**config.mk**
```make
export PLATFORM = sky130hd
export DESIGN_NAME = if_fetch_unit
export DESIGN_NICKNAME = d
export VERILOG_FILES = /design/src/rtl/if_fetch_unit.sv
export SDC_FILE = /design/constraint.sdc
export NUM_CORES = 1
export LEC_CHECK = 0
export BUFFER_PORTS_ARGS = -buffer_cell sky130_fd_sc_hd__buf_4
export CAP_MARGIN = 20
export CORE_ASPECT_RATIO = 1.5
export CORE_UTILIZATION = 57
export CTS_BUF_LIST = sky130_fd_sc_hd__clkbuf_4 sky130_fd_sc_hd__clkbuf_8
export CTS_CLUSTER_DIAMETER = 100
export DETAILED_ROUTE_END_ITERATION = 8
export PLACE_DENSITY = 0.8
export SYNTH_ARGS = -nofsm -noshare
export SYNTH_HDL_FRONTEND = slang
export SYNTH_SLANG_ARGS = --single-unit
```
**constraint.sdc**
```tcl
create_clock -name che -period 2.6 [get_ports che]
set_clock_uncertainty 0.2 [all_clocks]
set_input_delay 0.78 -clock che [delete_from_list [all_inputs] [get_ports che]]
set_output_delay 0.78 -clock che [all_outputs]
set_load 0.005 [all_outputs]
```
**src/rtl/if_fetch_unit.sv**
```systemverilog
// Instruction-fetch stage: PC generation, req/ack fetch from instruction memory,
// valid/ready delivery of {instr, pc}. Optional counter under FETCH_PERF_CNT_EN.
module if_fetch_unit #(
  parameter logic [31:0] RESET_PC = 32'h0000_0000,
  parameter logic [31:0] PC_STEP  = 32'd4
) (
  input  logic        che,
  input  logic        rst,
  input  logic        redirect_valid,
  input  logic [31:0] redirect_pc,
  output logic        imem_req,
  output logic [31:0] imem_addr,
  input  logic        imem_ack,
  input  logic [31:0] imem_rdata,
  input  logic        if_ready,
  output logic        if_valid,
  output logic [31:0] if_instr,
  output logic [31:0] if_pc,
  output logic [31:0] fetch_count
);

  // Handshakes: imem_addr is held while imem_req=1 until imem_ack; a transfer
  // to the next stage happens on any cycle with if_valid=1 and if_ready=1.
  localparam logic [1:0] S_IDLE     = 2'd0;
  localparam logic [1:0] S_REQ      = 2'd1;
  localparam logic [1:0] S_WAIT_OUT = 2'd2;

  logic [1:0]  state, state_n;
  logic [31:0] pc, pc_n;
  logic        discard, discard_n;
  logic [31:0] hold_instr, hold_instr_n;
  logic [31:0] hold_pc, hold_pc_n;
  logic        imem_req_n;
  logic [31:0] imem_addr_n;
  logic        if_valid_n;
  logic [31:0] if_instr_n;
  logic [31:0] if_pc_n;
  logic        xfer;
  logic [31:0] redir_pc;
  logic [31:0] pc_inc;

  assign xfer     = if_valid & if_ready;
  assign redir_pc = redirect_pc & ~32'h3;
  assign pc_inc   = pc + PC_STEP;

  always_comb begin
    state_n      = state;
    pc_n         = pc;
    discard_n    = discard;
    hold_instr_n = hold_instr;
    hold_pc_n    = hold_pc;
    imem_req_n   = imem_req;
    imem_addr_n  = imem_addr;
    if_valid_n   = xfer ? 1'b0 : if_valid;
    if_instr_n   = if_instr;
    if_pc_n      = if_pc;

    if (redirect_valid) begin
      if_valid_n = 1'b0;
      pc_n       = redir_pc;
      if (state == S_REQ) begin
        // An unacked request cannot be withdrawn; its data is dropped later.
        if (imem_ack) begin
          discard_n   = 1'b0;
          imem_addr_n = redir_pc;
        end else begin
          discard_n = 1'b1;
        end
      end else begin
        state_n     = S_REQ;
        imem_req_n  = 1'b1;
        imem_addr_n = redir_pc;
      end
    end else begin
      case (state)
        S_IDLE: begin
          state_n     = S_REQ;
          imem_req_n  = 1'b1;
          imem_addr_n = pc;
        end
        S_REQ: begin
          if (imem_ack) begin
            if (discard) begin
              discard_n   = 1'b0;
              imem_addr_n = pc;
            end else if (!if_valid || xfer) begin
              if_valid_n  = 1'b1;
              if_instr_n  = imem_rdata;
              if_pc_n     = imem_addr;
              pc_n        = pc_inc;
              imem_addr_n = pc_inc;
            end else begin
              hold_instr_n = imem_rdata;
              hold_pc_n    = imem_addr;
              imem_req_n   = 1'b0;
              state_n      = S_WAIT_OUT;
            end
          end
        end
        S_WAIT_OUT: begin
          if (xfer) begin
            if_valid_n  = 1'b1;
            if_instr_n  = hold_instr;
            if_pc_n     = hold_pc;
            pc_n        = pc_inc;
            imem_req_n  = 1'b1;
            imem_addr_n = pc_inc;
            state_n     = S_REQ;
          end
        end
        default: begin
          state_n    = S_IDLE;
          imem_req_n = 1'b0;
        end
      endcase
    end
  end

  always_ff @(posedge che or negedge rst) begin
    if (!rst) begin
      state      <= S_IDLE;
      pc         <= RESET_PC;
      discard    <= 1'b0;
      hold_instr <= '0;
      hold_pc    <= '0;
      imem_req   <= 1'b0;
      imem_addr  <= RESET_PC;
      if_valid   <= 1'b0;
      if_instr   <= '0;
      if_pc      <= '0;
    end else begin
      state      <= state_n;
      pc         <= pc_n;
      discard    <= discard_n;
      hold_instr <= hold_instr_n;
      hold_pc    <= hold_pc_n;
      imem_req   <= imem_req_n;
      imem_addr  <= imem_addr_n;
      if_valid   <= if_valid_n;
      if_instr   <= if_instr_n;
      if_pc      <= if_pc_n;
    end
  end

`ifdef FETCH_PERF_CNT_EN
  // Counts delivered instructions; only reset clears it, redirects do not.
  always_ff @(posedge che or negedge rst) begin
    if (!rst) begin
      fetch_count <= '0;
    end else if (xfer) begin
      fetch_count <= fetch_count + 32'd1;
    end
  end
`else
  assign fetch_count = '0;
`endif

endmodule
```
==> flow_metrics.env <==
export IMPL_grt_util_met2=0.470
export IMPL_drive_above_1_share=0.258
export IMPL_synth_seq_area_share=0.494
export IMPL_track_usage=0.274
export IMPL_cap_violations=0
export IMPL_synth_edf_count=0
export IMPL_leakage_nw=5.24
export IMPL_finalCritPeriodShare=0.941
export IMPL_layout_common_cells="buf_4, dfrtp_1, nor2_1"
export IMPL_cts_buffers=17
export IMPL_power_switching_w=0.00461
export IMPL_regArea_sq_um=4780
export IMPL_ios=199
export IMPL_synth_ff_type="dfrtp_1"
export IMPL_startpoint_type="register"
export IMPL_worstPathMaxFanout=19
export IMPL_grt_pass1_wl_um=37200
export IMPL_drc=0
export IMPL_path_cells="inv_1 > ha_2 > o21ai_2 > buf_4 > o41ai_1 > a21oi_1 > o31ai_1"
export IMPL_p_clk_frac=0.159
export IMPL_die_x_um=108
export IMPL_grt_pass1_vias=7358
export IMPL_synth_top_area_share=0.494
export IMPL_coreArea_sq_um=16700
export IMPL_antenna_found_initial=0
export IMPL_synth_top_family_by_area="multiplexers"
export IMPL_start_util=0.579
export IMPL_synth_cells=932
export IMPL_post_cts_buffers=0
export IMPL_final_common_cell="buf_4"
export IMPL_hp_class="in2async"
export IMPL_grt_overflow=0
export IMPL_ys_ff_latch=191
export IMPL_path_buf_inv=2
export IMPL_peakVddDrop_mv=0.529
export IMPL_nNetsFinal=1160
export IMPL_antenna_left=0
export IMPL_cts_clk_slew_worst_paths_ns=0.11
export IMPL_dr_pass1_iters=5
export IMPL_antennaDiodeCount=0
export IMPL_routedWlPerCell_um=17.6
export IMPL_maxSlewHeadroom=0.558
export IMPL_fmax_ghz=0.409
export IMPL_timing_final_max_slew_violations=0
export IMPL_multi_input_area_sq_um=4460
export IMPL_grtUsageMet1=0.338
export IMPL_crit_path_max_incr_delay_ns=0.47
export IMPL_grt_max_degree=75
export IMPL_rows=58
export IMPL_final_util=0.697
export IMPL_synth_area_per_cell_sq_um=10.4
export IMPL_viasPerCell=5.78
export IMPL_status="complete, no violations"
export IMPL_gp_congestion=0.951
export IMPL_hpwl_um=16400
export IMPL_power_frac_comb=0.428
export IMPL_h_tree_depth=4
export IMPL_dieArea_sq_um=17500
export IMPL_critical_path_top_delay_family="compound AO/OA/AOI/OAI gates"
export IMPL_routed_wl_um=23100
export IMPL_synth_warning_count=0
export IMPL_synth_area_leaders="dfrtp_1, mux2i_1, mux2_1, a21oi_1, nor2_1"
export IMPL_endpoint_kind="register"
export IMPL_clock_latency_ns=0.46
export IMPL_area_delta_synth_final_pct=20.3
export IMPL_synthSimpleGateAreaFrac=0.136
export IMPL_synth_mux_area_frac=0.152
export IMPL_cts_tree="yes"
export IMPL_powerDensity_nw_per_um2=1030
export IMPL_fin_crit_ns=2.45
export IMPL_clock_path_buffers=2
export IMPL_critical_path_required_ns=2.75
export IMPL_clock_sinks=191
export IMPL_worstMarginPinSlew_ns=0.663
export IMPL_final_setup_viol_count=0
export IMPL_totalPowerFinal_w=0.0120
export IMPL_hold_violations=0
export IMPL_synth_adder_area_share=0.00647
export IMPL_synth_compound_area_share=0.129
export IMPL_p_int_w=0.00738
export IMPL_synth_xor_area_frac=0.0208
export IMPL_drtIter0Drc=522
export IMPL_fillers=1312
export IMPL_die_y_um=161
export IMPL_rsz0062_at_grt="false"
export IMPL_cp_arrival_ns=2.59
export IMPL_root_buffer="clkbuf_8"
export IMPL_final_cells=1309
export IMPL_p_sw_frac=0.385
export IMPL_path_class="reg2reg"
export IMPL_async_reset_ff_frac=1.00
export IMPL_grt_use_met3=0.0412
export IMPL_synth_largest_area_cell="dfrtp_1"
export IMPL_place_inst=1277
export IMPL_critical_path_slowest_cell="dfrtp_1"
export IMPL_seqPwrFrac=0.413
export IMPL_synth_area_sq_um=9670
export IMPL_numPortBuffers=164
export IMPL_vias=7562
export IMPL_grt_busiest_layer="met2"
export IMPL_yosysUniqueCellTypes=69
-- final cells by class --
class / count / share of cell area
Sequential cell: 191 / 0.411
Multi-Input combinational cell: 661 / 0.383
Timing Repair Buffer: 206 / 0.146
Tap cell: 210 / 0.0226
Clock buffer: 18 / 0.0208
Clock inverter: 14 / 0.0130
Inverter: 9 / 0.00291
-- power groups by stage --
| stage | sequential, W | combinational (W) | clock (W) |
|---|---|---|---|
| finish | 0.00496 | 0.00513 | 0.00190 |
| global route | 0.00511 | 0.00562 | 0.00206 |
| CTS | 0.00495 | 0.00513 | 0.00196 |
| detailed placement | 0.00501 | 0.00510 | 0 |
| global placement | 0.00494 | 0.00495 | 0 |
| floorplan | 0.00485 | 0.00281 | 0 |
-- sequential cells by signal, summed over array words and instances (netlist names), 30 cells and up --
signal,count
hold_instr,32
hold_pc,31
if_instr,32
if_pc,31
imem_addr,31
pc,30
-- worst paths after layout --
kind / from / to / slack, ns / cells past startpoint
worst min-delay path: rst / if_instr[5] / 0.06 / 1
worst max-delay path: imem_req / imem_addr[12] / 0.15 / 7
min in group che: hold_pc[26] / hold_pc[26] / 0.30 / 1
worst min register to register: hold_pc[26] / hold_pc[26] / 0.30 / 1
max in group asynchronous: rst / hold_instr[15] / 1.54 / 2
worst max register to register: imem_req / imem_addr[12] / 0.15 / 7
-- Yosys cell counts, types with 20 or more instances --
library cell  instances
dfrtp_1             191
clkbuf_1             38
o21ai_0              29
nor2_1              101
mux2_2               20
buf_4                36
nand3_1              20
a21oi_1              89
buf_2                27
mux2_1               46
mux2i_1              73
nand2_1              45
-- metal layers --
layer | wire length [um] | vias to the layer above
met5 | 0 | -
met4 | 865 | 0
met3 | 1120 | 54
met2 | 11800 | 269
met1 | 9330 | 3661
li1 | - | 3578
-- kinds of logic (layout without fill, tap and decap cells) --
kind of cell	count (synthesis)	in the layout
flops	191	191
other cells	1	32
mux	139	139
simple gates	258	258
fa+ha+maj	5	5
buf+inv	111	247
compound gates	204	204
xor+xnor	23	23
-- repair_timing --
item / CTS / global route
endpoints found under the setup margin: 15 / 55
hold endpoints to repair: 0 / 0
hold buffers: 0 / 0
resized for setup: 1 / 4
cloned: 0 / 0
-- metrics by stage --
stage          setup TNS, ns  hold slack (ns)  setup WS [ns]  area [sq um]
6_report                   0           0.0611          0.153         11600
4_1_cts                    0           0.0598         0.0181         11600
5_1_grt                    0           0.0558         0.0389         11600
3_5_place_dp         -0.0621            0.281        -0.0466         11200
2_1_floorplan              0            0.264          0.167          9780
3_3_place_gp               0            0.273         0.0104         11200
(Power assumes the default switching activity.)
